**config.mk**
```make
export PLATFORM = sky130hd
export DESIGN_NAME = read_response_engine
export DESIGN_NICKNAME = d
export VERILOG_FILES = /design/src/rtl/read_response_engine.sv
export SDC_FILE = /design/constraint.sdc
export NUM_CORES = 1
export LEC_CHECK = 0
export CAP_MARGIN = 5
export CORE_AREA = 2 2 271 273
export DETAILED_ROUTE_END_ITERATION = 16
export DIE_AREA = 0 0 273 275
export GPL_ROUTABILITY_DRIVEN = 0
export PLACE_DENSITY_LB_ADDON = 0.08
export SLEW_MARGIN = 10
export SYNTH_ARGS = -nofsm -noshare
export SYNTH_HDL_FRONTEND = slang
export SYNTH_SLANG_ARGS = --single-unit
```
**constraint.sdc**
```tcl
create_clock -name clk -period 17.3 [get_ports clk]
set_clock_uncertainty 0.1 [all_clocks]
set_input_delay 4.325 -clock clk [delete_from_list [all_inputs] [get_ports clk]]
set_output_delay 4.325 -clock clk [all_outputs]
set_load 0.05 [all_outputs]
```
**src/rtl/read_response_engine.sv**
```systemverilog
`timescale 1ns/1ps
`default_nettype none
// ============================================================================
// Module   : read_response_engine
// Purpose  : Receiving end of the read engine's CCI read requests. Takes c0
//            read responses and sorts them by mdata tag.
//            - Control-poll responses are decoded into the ctrl_resp_* group.
//            - Run responses are counted against the run length taken from
//              the START_RUN command.
//            - Anything unexpected or out of state goes to a saturating
//              error counter.
//            Two-stage pipeline: S1 registers the inputs and S2 decodes into
//            registered outputs. A response in cycle N shows at cycle N+2.
// Ports    : clk, reset (async, active-high)
//            afu_state_in            current AFU state
//            rsp_valid/mdata/data    c0 read response (no backpressure)
//            ctrl_resp_valid/ack/code/rd_addr/num_cls   decoded control poll
//            run_cls_rcvd            run CLs counted since last START_RUN
//            run_rsp_done            all expected run CLs received (sticky)
//            err_cnt                 unexpected responses (saturating)
//            run_checksum            XOR fold of run CLs (RD_RSP_CHECKSUM_EN)
// Config   : `define RD_RSP_CHECKSUM_EN adds the run_checksum port and logic.
// Revision : 1.0 - initial release
// ============================================================================
module read_response_engine #(
  parameter logic [15:0] CTRL_MDATA        = 16'h0001,
  parameter logic [15:0] RUN_MDATA         = 16'h0002,
  parameter int          ERR_CNT_W         = 16,
  parameter logic [1:0]  AFU_CTRL          = 2'd1,
  parameter logic [1:0]  AFU_RUN           = 2'd2,
  parameter logic [31:0] CONTROL_NONE      = 32'd0,
  parameter logic [31:0] CONTROL_START_RUN = 32'd1
) (
  input  logic                 clk,
  input  logic                 reset,
  input  logic [1:0]           afu_state_in,
  input  logic                 rsp_valid,
  input  logic [15:0]          rsp_mdata,
  input  logic [511:0]         rsp_data,
  output logic                 ctrl_resp_valid,
  output logic                 ctrl_resp_ack,
  output logic [31:0]          ctrl_resp_code,
  output logic [41:0]          ctrl_resp_rd_addr,
  output logic [31:0]          ctrl_resp_num_cls,
  output logic [31:0]          run_cls_rcvd,
  output logic                 run_rsp_done,
`ifdef RD_RSP_CHECKSUM_EN
  output logic [63:0]          run_checksum,
`endif
  output logic [ERR_CNT_W-1:0] err_cnt
);

  // S1: plain registered copy of everything, state included, so a response
  // is always judged against the state sampled alongside it.
  logic [1:0]   s1_state;
  logic         s1_valid;
  logic [15:0]  s1_mdata;
  logic [511:0] s1_data;

  always_ff @(posedge clk or posedge reset) begin
    if (reset) begin
      s1_state <= '0;
      s1_valid <= 1'b0;
      s1_mdata <= '0;
      s1_data  <= '0;
    end else begin
      s1_state <= afu_state_in;
      s1_valid <= rsp_valid;
      s1_mdata <= rsp_mdata;
      s1_data  <= rsp_data;
    end
  end

  // S2 decode
  logic [31:0] line_code;
  logic [41:0] line_rd_addr;
  logic [31:0] line_num_cls;
  logic        ctrl_ok;
  logic        start_run;
  logic        run_ok;
  logic        rsp_err;
  logic [31:0] cls_next;
  logic [32:0] expected;

  assign line_code    = s1_data[31:0];
  assign line_rd_addr = s1_data[105:64];
  assign line_num_cls = s1_data[159:128];

  assign ctrl_ok   = s1_valid && (s1_mdata == CTRL_MDATA) && (s1_state == AFU_CTRL);
  assign start_run = ctrl_ok && (line_code == CONTROL_START_RUN);
  // Once done, further run CLs are surplus and are treated as errors.
  assign run_ok    = s1_valid && (s1_mdata == RUN_MDATA) && (s1_state == AFU_RUN) &&
                     !run_rsp_done;
  // Only one response per cycle, so at most one error per cycle.
  assign rsp_err   = s1_valid && !ctrl_ok && !run_ok;

  assign cls_next  = (run_cls_rcvd == '1) ? run_cls_rcvd : run_cls_rcvd + 32'd1;

`ifdef RD_RSP_CHECKSUM_EN
  logic [63:0] cl_fold;
  always_comb begin
    cl_fold = '0;
    for (int i = 0; i < 8; i++) begin
      cl_fold = cl_fold ^ s1_data[i*64 +: 64];
    end
  end
`else
  // Payload bits outside the control fields are only needed for the checksum.
  logic unused_data_bits;
  assign unused_data_bits = ^{s1_data[511:160], s1_data[127:106], s1_data[63:32]};
`endif

  always_ff @(posedge clk or posedge reset) begin
    if (reset) begin
      ctrl_resp_valid   <= 1'b0;
      ctrl_resp_ack     <= 1'b0;
      ctrl_resp_code    <= '0;
      ctrl_resp_rd_addr <= '0;
      ctrl_resp_num_cls <= '0;
      run_cls_rcvd      <= '0;
      run_rsp_done      <= 1'b0;
      expected          <= '0;
      err_cnt           <= '0;
`ifdef RD_RSP_CHECKSUM_EN
      run_checksum      <= '0;
`endif
    end else begin
      ctrl_resp_ack   <= ctrl_ok;
      ctrl_resp_valid <= ctrl_ok && (line_code != CONTROL_NONE);

      if (ctrl_ok) begin
        ctrl_resp_code    <= line_code;
        ctrl_resp_rd_addr <= line_rd_addr;
        ctrl_resp_num_cls <= line_num_cls;
      end

      if (start_run) begin
        run_cls_rcvd <= '0;
        run_rsp_done <= 1'b0;
        // Range start..start+num_cls is inclusive; 33 bits holds 2^32.
        expected     <= {1'b0, line_num_cls} + 33'd1;
`ifdef RD_RSP_CHECKSUM_EN
        run_checksum <= '0;
`endif
      end else if (run_ok) begin
        run_cls_rcvd <= cls_next;
        if ({1'b0, cls_next} == expected) begin
          run_rsp_done <= 1'b1;
        end
`ifdef RD_RSP_CHECKSUM_EN
        run_checksum <= run_checksum ^ cl_fold;
`endif
      end

      if (rsp_err && (err_cnt != '1)) begin
        err_cnt <= err_cnt + ERR_CNT_W'(1);
      end
    end
  end

endmodule
`default_nettype wire
```
==> metrics <==
Logic pwr share 0.060; CTS clk-pin slew, worst paths around 0.060 ns; number of remaining DRC errors 0; Synth warnings 0; Synth Area in Compound Gates 0.0714; Rows slightly below 100; Post-synth EDFFs 0; Post-Syn Instances roughly 1000; first-pass GRT wire length 62700 µm; Crit Path Class reg2out; crit-path cells clkdlybuf4s50_1; area grow syn2layout 42.2%; r2r setup slk ~13 ns; Pins Over Slew Limit 0; io pins 690; Chip Width ~270 µm; drt wl/cell between 15 and 20 µm; Worst setup SP type flop; Post-Synth XOR/XNOR Area 0.0618; clock root cell clkbuf_16; synth top area cells dfrtp_1, mux2_2, o21ai_0; post-route ant nets 0; CTS tree built; Avg Vias per Cell 3.88; vias in the first global route ~9400; Clock Path Buffers 3; Mapped Avg Cell Area 12.4 µm²; design internal power approximately 1.3 mW; worst hold-check path type reg2reg; Die ar. around 75000 µm²; required time of the worst setup path approximately 13 ns; max-cap viol count 0; layout cells sized above 1 0.146; Final setup viols 0; part of the power in registers 0.443; combinational family with the most area after synthesis simple AND/OR/NAND/NOR gates; RSZ-0062 raised after global routing no; worst skew pair latency between 0.5 and 0.6 ns; crit-path leading delay family buffers and inverters; dominant cell by count in the synthesized netlist dfrtp_1; # port buffers about 280; Setup TNS 0 ns; Clk pwr share 0.497; core footprint 72300 µm²; Hold Vio Cnt, Final 0; WL final 42100 µm; Pwr Density about 98 nW/µm²; register bit total from synthesis 315; vias between 8000 and 9000; gr usage total 0.111; worst slew pin tran roughly 1.1 ns; adder-cell share of the synthesized area 0.00298; sequential-to-total area share from yosys stat 0.625; sw power roughly 0.42 mW; fmax approximately 150 MHz; setup bufs post-CTS 0; post-DP HPWL about 30000 µm; final core occ 0.248; Initial Util 0.174; Syn Std Cell Area roughly 13000 µm²; CTS Buf Count between 40 and 50; Simple-Gate Fraction of Synth Area 0.123; # nets final 1839; Crit. End Element primary output; leakage power 7.49 nW; crit path DAT between 2 and 2.5 ns; Final min period between 6 and 7 ns; PostCTS Resize Cnt 0; Final period util 0.378; multiplexer share of the synthesized area 0.0971; H-Tree Depth 2; highest cell delay on the worst timing path a little under 1 ns; Switching Share 0.238; Peak supply drop 0.0657 mV; synth cell count leaders dfrtp_1, mux2_2, nand2_1, o21ai_0, nor2_1; DRT iter0 DRCs ~420; total gr overflow 0; share of the synthesized area in the top cell type 0.625; Worst slew margin 0.244; status finished clean; Cell Count, Final, Fillers Out between 2000 and 2500; largest net degree at the start of global routing around 160; Crit Path Max Fanout 11; Buf+Inv Stages, Crit Path 1; syn_nets 1554; hold_buf cts 0; initial antenna violation count 7; asr flop ratio synth 1.00; Die Ht 275 µm; placed cell count roughly 2200; prevailing post-synth register cell dfrtp_1; Unique masters post-synth between 60 and 70; total power between 1.5 and 2 mW; Hold Slack 0.372 ns; cell taking the most area after synthesis dfrtp_1; drt pass-1 iters 5; Clock Sinks 315; slowest library cell on the worst path clkdlybuf4s50_1
flip-flops by register name, summed over array words and instances, names as in the netlist:
name and count:
run_rsp_done 1, s1_mdata 16, ctrl_resp_ack 1, ctrl_resp_valid 1, s1_state 2, expected 33
ctrl_resp_num_cls 32, ctrl_resp_rd_addr 42, run_cls_rcvd 32, s1_valid 1, err_cnt 16, s1_data 106
ctrl_resp_code 32
power groups by stage:
stage	Clock (mW)	Sequential (mW)	Combinational (mW)
after floorplan	0	0.811	0.0270
after global placement	0	0.792	0.109
after detailed placement	0	0.792	0.109
after CTS	0.917	0.779	0.109
after global routing	0.945	0.782	0.115
final	0.873	0.779	0.105
per-stage QoR:
stage	cell area [µm²]	setup slack, ns
after floorplan	12600	4.16
after global placement	16500	10.77
after detailed placement	16500	10.74
after CTS	17900	10.69
after global routing	17900	10.66
final	17900	10.76
metal layers:
layer	track usage	vias to the layer above	routed length, µm
met5	0	-	69
met4	0.0371	12	1060
met3	0.0397	73	3190
met2	0.184	221	20500
met1	0.134	4388	17300
li1	-	4196	-
cell families (layout without fill, tap and decap cells):
kind of cell,Yosys count,count (layout)
flip-flops,315,315
other,0,1
XOR/XNOR,89,89
AO/OA/AOI/OAI,149,149
AND/OR/NAND/NOR,295,295
adder cells (fa/ha/maj),3,3
buffers and inverters,58,373
multiplexers,109,109
cells in the final DEF, fill, tap and decap left out, types with 3 or more instances in the layout:
cell             count
dfrtp_1            315
clkdlybuf4s50_1    283
mux2_2             107
nand2_1             94
o21ai_0             86
nor2_1              49
xnor2_1             49
clkbuf_16           43
xor2_1              40
nand3_1             39
nand4_1             22
nor4_1              15
nor3_1              14
and3_1              14
a21oi_1             14
and4_1              13
clkbuf_8            11
clkbuf_1             9
inv_1                7
a31oi_1              7
o31ai_1              7
buf_4                7
and2_1               5
o41ai_1              5
clkinv_2             5
a311oi_1             4
or3_1                3
o2111ai_1            3
or4_1                3
o311ai_0             3
nor2b_1              3
ha_1                 3
layout make-up:
cell class	instances	area [µm²]
Fill cell	7680	54400
Timing Repair Buffer	291	2910
Tap cell	959	1200
Clock inverter	11	134
Inverter	8	37.5
Clock buffer	63	1260
Sequential cell	315	7880
Antenna cell	1	2.50
Multi-Input combinational cell	645	4510
path summary, 6_finish.rpt:
check,startpoint,to,cells after the start
worst max-delay path,run_cls_rcvd[4],run_cls_rcvd[4],1
worst min-delay path,s1_data[74],ctrl_resp_rd_addr[10],1
worst max register to register,run_cls_rcvd[0],run_rsp_done,9
worst min register to register,s1_data[74],ctrl_resp_rd_addr[10],1
max in group asynchronous,reset,ctrl_resp_rd_addr[1],3
min in group asynchronous,reset,s1_data[79],2
Power figures use the tool's default switching activity.
==> RTL change 1, RTL diff (config.mk and constraints unchanged) <==
Reset style: synchronous (`reset`), changed in 2 clocked blocks. Comments in the files are not updated.
--- a/src/rtl/read_response_engine.sv
+++ b/src/rtl/read_response_engine.sv
@@ -57,7 +57,7 @@
   logic [15:0]  s1_mdata;
   logic [511:0] s1_data;
 
-  always_ff @(posedge clk or posedge reset) begin
+  always_ff @(posedge clk) begin
     if (reset) begin
       s1_state <= '0;
       s1_valid <= 1'b0;
@@ -110,7 +110,7 @@
   assign unused_data_bits = ^{s1_data[511:160], s1_data[127:106], s1_data[63:32]};
 `endif
 
-  always_ff @(posedge clk or posedge reset) begin
+  always_ff @(posedge clk) begin
     if (reset) begin
       ctrl_resp_valid   <= 1'b0;
       ctrl_resp_ack     <= 1'b0;
Formal check against the unedited RTL: differs if reset is asserted again (counterexample within 4 cycles, from zero or initial values and one cycle with reset high); with reset held inactive, the same outputs for 10 cycles.
==> RTL change 1 against the original RTL <==
Sequential cell count is the same; largest power group unchanged; power shrank 5.1%; sequential power is 3.3% lower; wire length is 9.6% higher; fmax increased by 0.56%; largest cell class unchanged; non-clock buffer count shrank 4; synthesized area decreased by 3.2%; worst setup slack improved by 36 ps; final area fell by 3.3%.
==> RTL change 1: results <==
{
  "grtUsageMet3_pct": 4.90,
  "yosys.area_share.adder_pct": 0.307,
  "hp-start": "s1_data[77]$_SDFF_PP0_",
  "grt_use_met1_pct": 15.3,
  "synth_cell_types": 61,
  "async_reset_ff_share_pct": 0,
  "synth-compound-area-share_pct": 9.48,
  "syn_inst": 1403,
  "wl_met2_um": 20600,
  "holdPathEnd": "ctrl_resp_rd_addr[13]$_SDFFE_PP0P_",
  "layout.nets": 2187,
  "postPlaceCellArea_um2": 16000,
  "netlist_top_cells_count": "315 x dfxtp_1, 277 x nand2_1, 126 x nor2b_1, 118 x a21oi_1, 112 x nor2_1",
  "worstMarginPinSlew_ps": 1190,
  "whs_path_depth": 2,
  "yosys.area_share.xor_xnor_pct": 7.89,
  "outcome": "complete, no violations",
  "slowest_delay_ps": 920,
  "rr_startpoint": "run_cls_rcvd[4]$_SDFFE_PP0P_",
  "via_count": 10300,
  "ir_worst_vdd_uv": 65.8,
  "dp_hpwl_um": 32700,
  "critPathMaxFanout": 9,
  "clock_latency_ps": 600,
  "arrival_ps": 2080,
  "grt_pass1_vias": 10600,
  "antenna_found_initial": 13,
  "grt_pass1_wl_um": 68900,
  "grt_max_degree": 190,
  "drive_gt1_share_pct": 5.23,
  "drt_iter0_markers": 407,
  "synth-seq-area-share_pct": 51.6
}
## RTL change 1: cell type report
type / count / area, um^2
clock inverter: 9 / 106
multi-input combinational: 998 / 5560
fill: 7899 / 55000
timing repair buffer: 287 / 2880
sequential: 315 / 6310
tap: 959 / 1200
antenna: 3 / 7.51
inverter: 7 / 26.3
clock buffer: 67 / 1250
## RTL change 1: power groups by stage
| stage | registers [mW] | clock network, mW | logic [mW] |
|---|---|---|---|
| after floorplan | 0.765 | 0 | 0.0258 |
| final | 0.753 | 0.852 | 0.0616 |
| after global routing | 0.755 | 0.923 | 0.0679 |
| after CTS | 0.753 | 0.895 | 0.0639 |
| after global placement | 0.769 | 0 | 0.0633 |
| after detailed placement | 0.769 | 0 | 0.0638 |
## RTL change 1: per-stage QoR
stage / hold WS, ps / setup WS (ps)
after global routing: 349 / 10710
after floorplan: 317 / 11880
after global placement: 319 / 10810
after CTS: 333 / 10740
final: 331 / 10800
after detailed placement: 324 / 10800
==> RTL change 2, RTL diff (same flow settings) <==
Without the edit above. Add a define of `RD_RSP_CHECKSUM_EN`.
--- a/src/rtl/read_response_engine.sv
+++ b/src/rtl/read_response_engine.sv
@@ -22,6 +22,8 @@
 // Config   : `define RD_RSP_CHECKSUM_EN adds the run_checksum port and logic.
 // Revision : 1.0 - initial release
 // ============================================================================
+`define RD_RSP_CHECKSUM_EN
+
 module read_response_engine #(
   parameter logic [15:0] CTRL_MDATA        = 16'h0001,
   parameter logic [15:0] RUN_MDATA         = 16'h0002,
Formal check against the unedited RTL (old outputs only; new: run_checksum): same outputs for any inputs over 4 cycles, from zero or initial values and one cycle with reset high; that may be too few to reach the edited logic, so the function may still have changed.
==> RTL change 2 against the original RTL <==
Synthesized area grew 130%; cell count grew 75%; power grew 140%; hold slack improved by 12 ps; first-iteration DRC count rose to 2.6 times the old value; sequential cell count increased by 470; worst setup slack worse by 950 ps; critical path type is now input port to async pin; global-route usage is 11 points higher; wire length grew 100%; final area is 130% higher.
==> RTL change 2: results <==
{
  "arrival_ps": 8000,
  "multi_input_gates": 1335,
  "p_leak_nw": 17.1,
  "final_cells": 4012,
  "antenna_found_initial": 12,
  "drt_iter0_markers": 1100,
  "slowest_delay_ps": 820,
  "switchingPower_mw": 0.956,
  "dp_hpwl_um": 64300,
  "drtPass1Iterations": 6,
  "wl_met2_um": 45100,
  "grtUsageTotal_pct": 22.5,
  "clk-power_mw": 1.77,
  "grt_pass1_vias": 20000,
  "grt_pass1_wl_um": 125000,
  "via_count": 19300,
  "synth_area_leaders": "dfrtp_1 67%, xnor2_1 13%, mux2_2 4.0%",
  "clock_latency_ps": 630,
  "ir_worst_vdd_uv": 74.5,
  "outcome": "complete, no violations",
  "io_buffers": 753,
  "grt_use_met1_pct": 26.4,
  "multi_input_area_um2": 9500,
  "regArea_um2": 19600,
  "rr_startpoint": "s1_mdata[8]$_DFF_PP0_",
  "critical_path.startpoint": "reset",
  "placed_cells": 3856
}
-- RTL change 2: path summary, 6_finish.rpt --
kind / endpoint / slack [ps] / depth (start not counted)
setup / recovery: ctrl_resp_num_cls[15]$_DFFE_PP0P_ / 9810 / 5
hold / removal: run_checksum[11]$_DFFE_PP0P_ / 380 / 1
setup reg to reg: run_rsp_done$_DFFE_PP0P_ / 13250 / 9
hold reg to reg: run_checksum[11]$_DFFE_PP0P_ / 380 / 1
max in group clk: run_cls_rcvd[13] / 10710 / 1
min in group asynchronous: s1_data[265]$_DFF_PP0_ / 4140 / 2
-- RTL change 2: kinds of logic after synthesis --
kind of cell	Yosys count	share of synthesized area, %
adder cells (fa/ha/maj)	3	0.127
AO/OA/AOI/OAI	264	4.86
flip-flops	785	66.6
multiplexers	106	4.04
buffers and inverters	81	1.25
XOR/XNOR	540	16.0
AND/OR/NAND/NOR	422	7.05
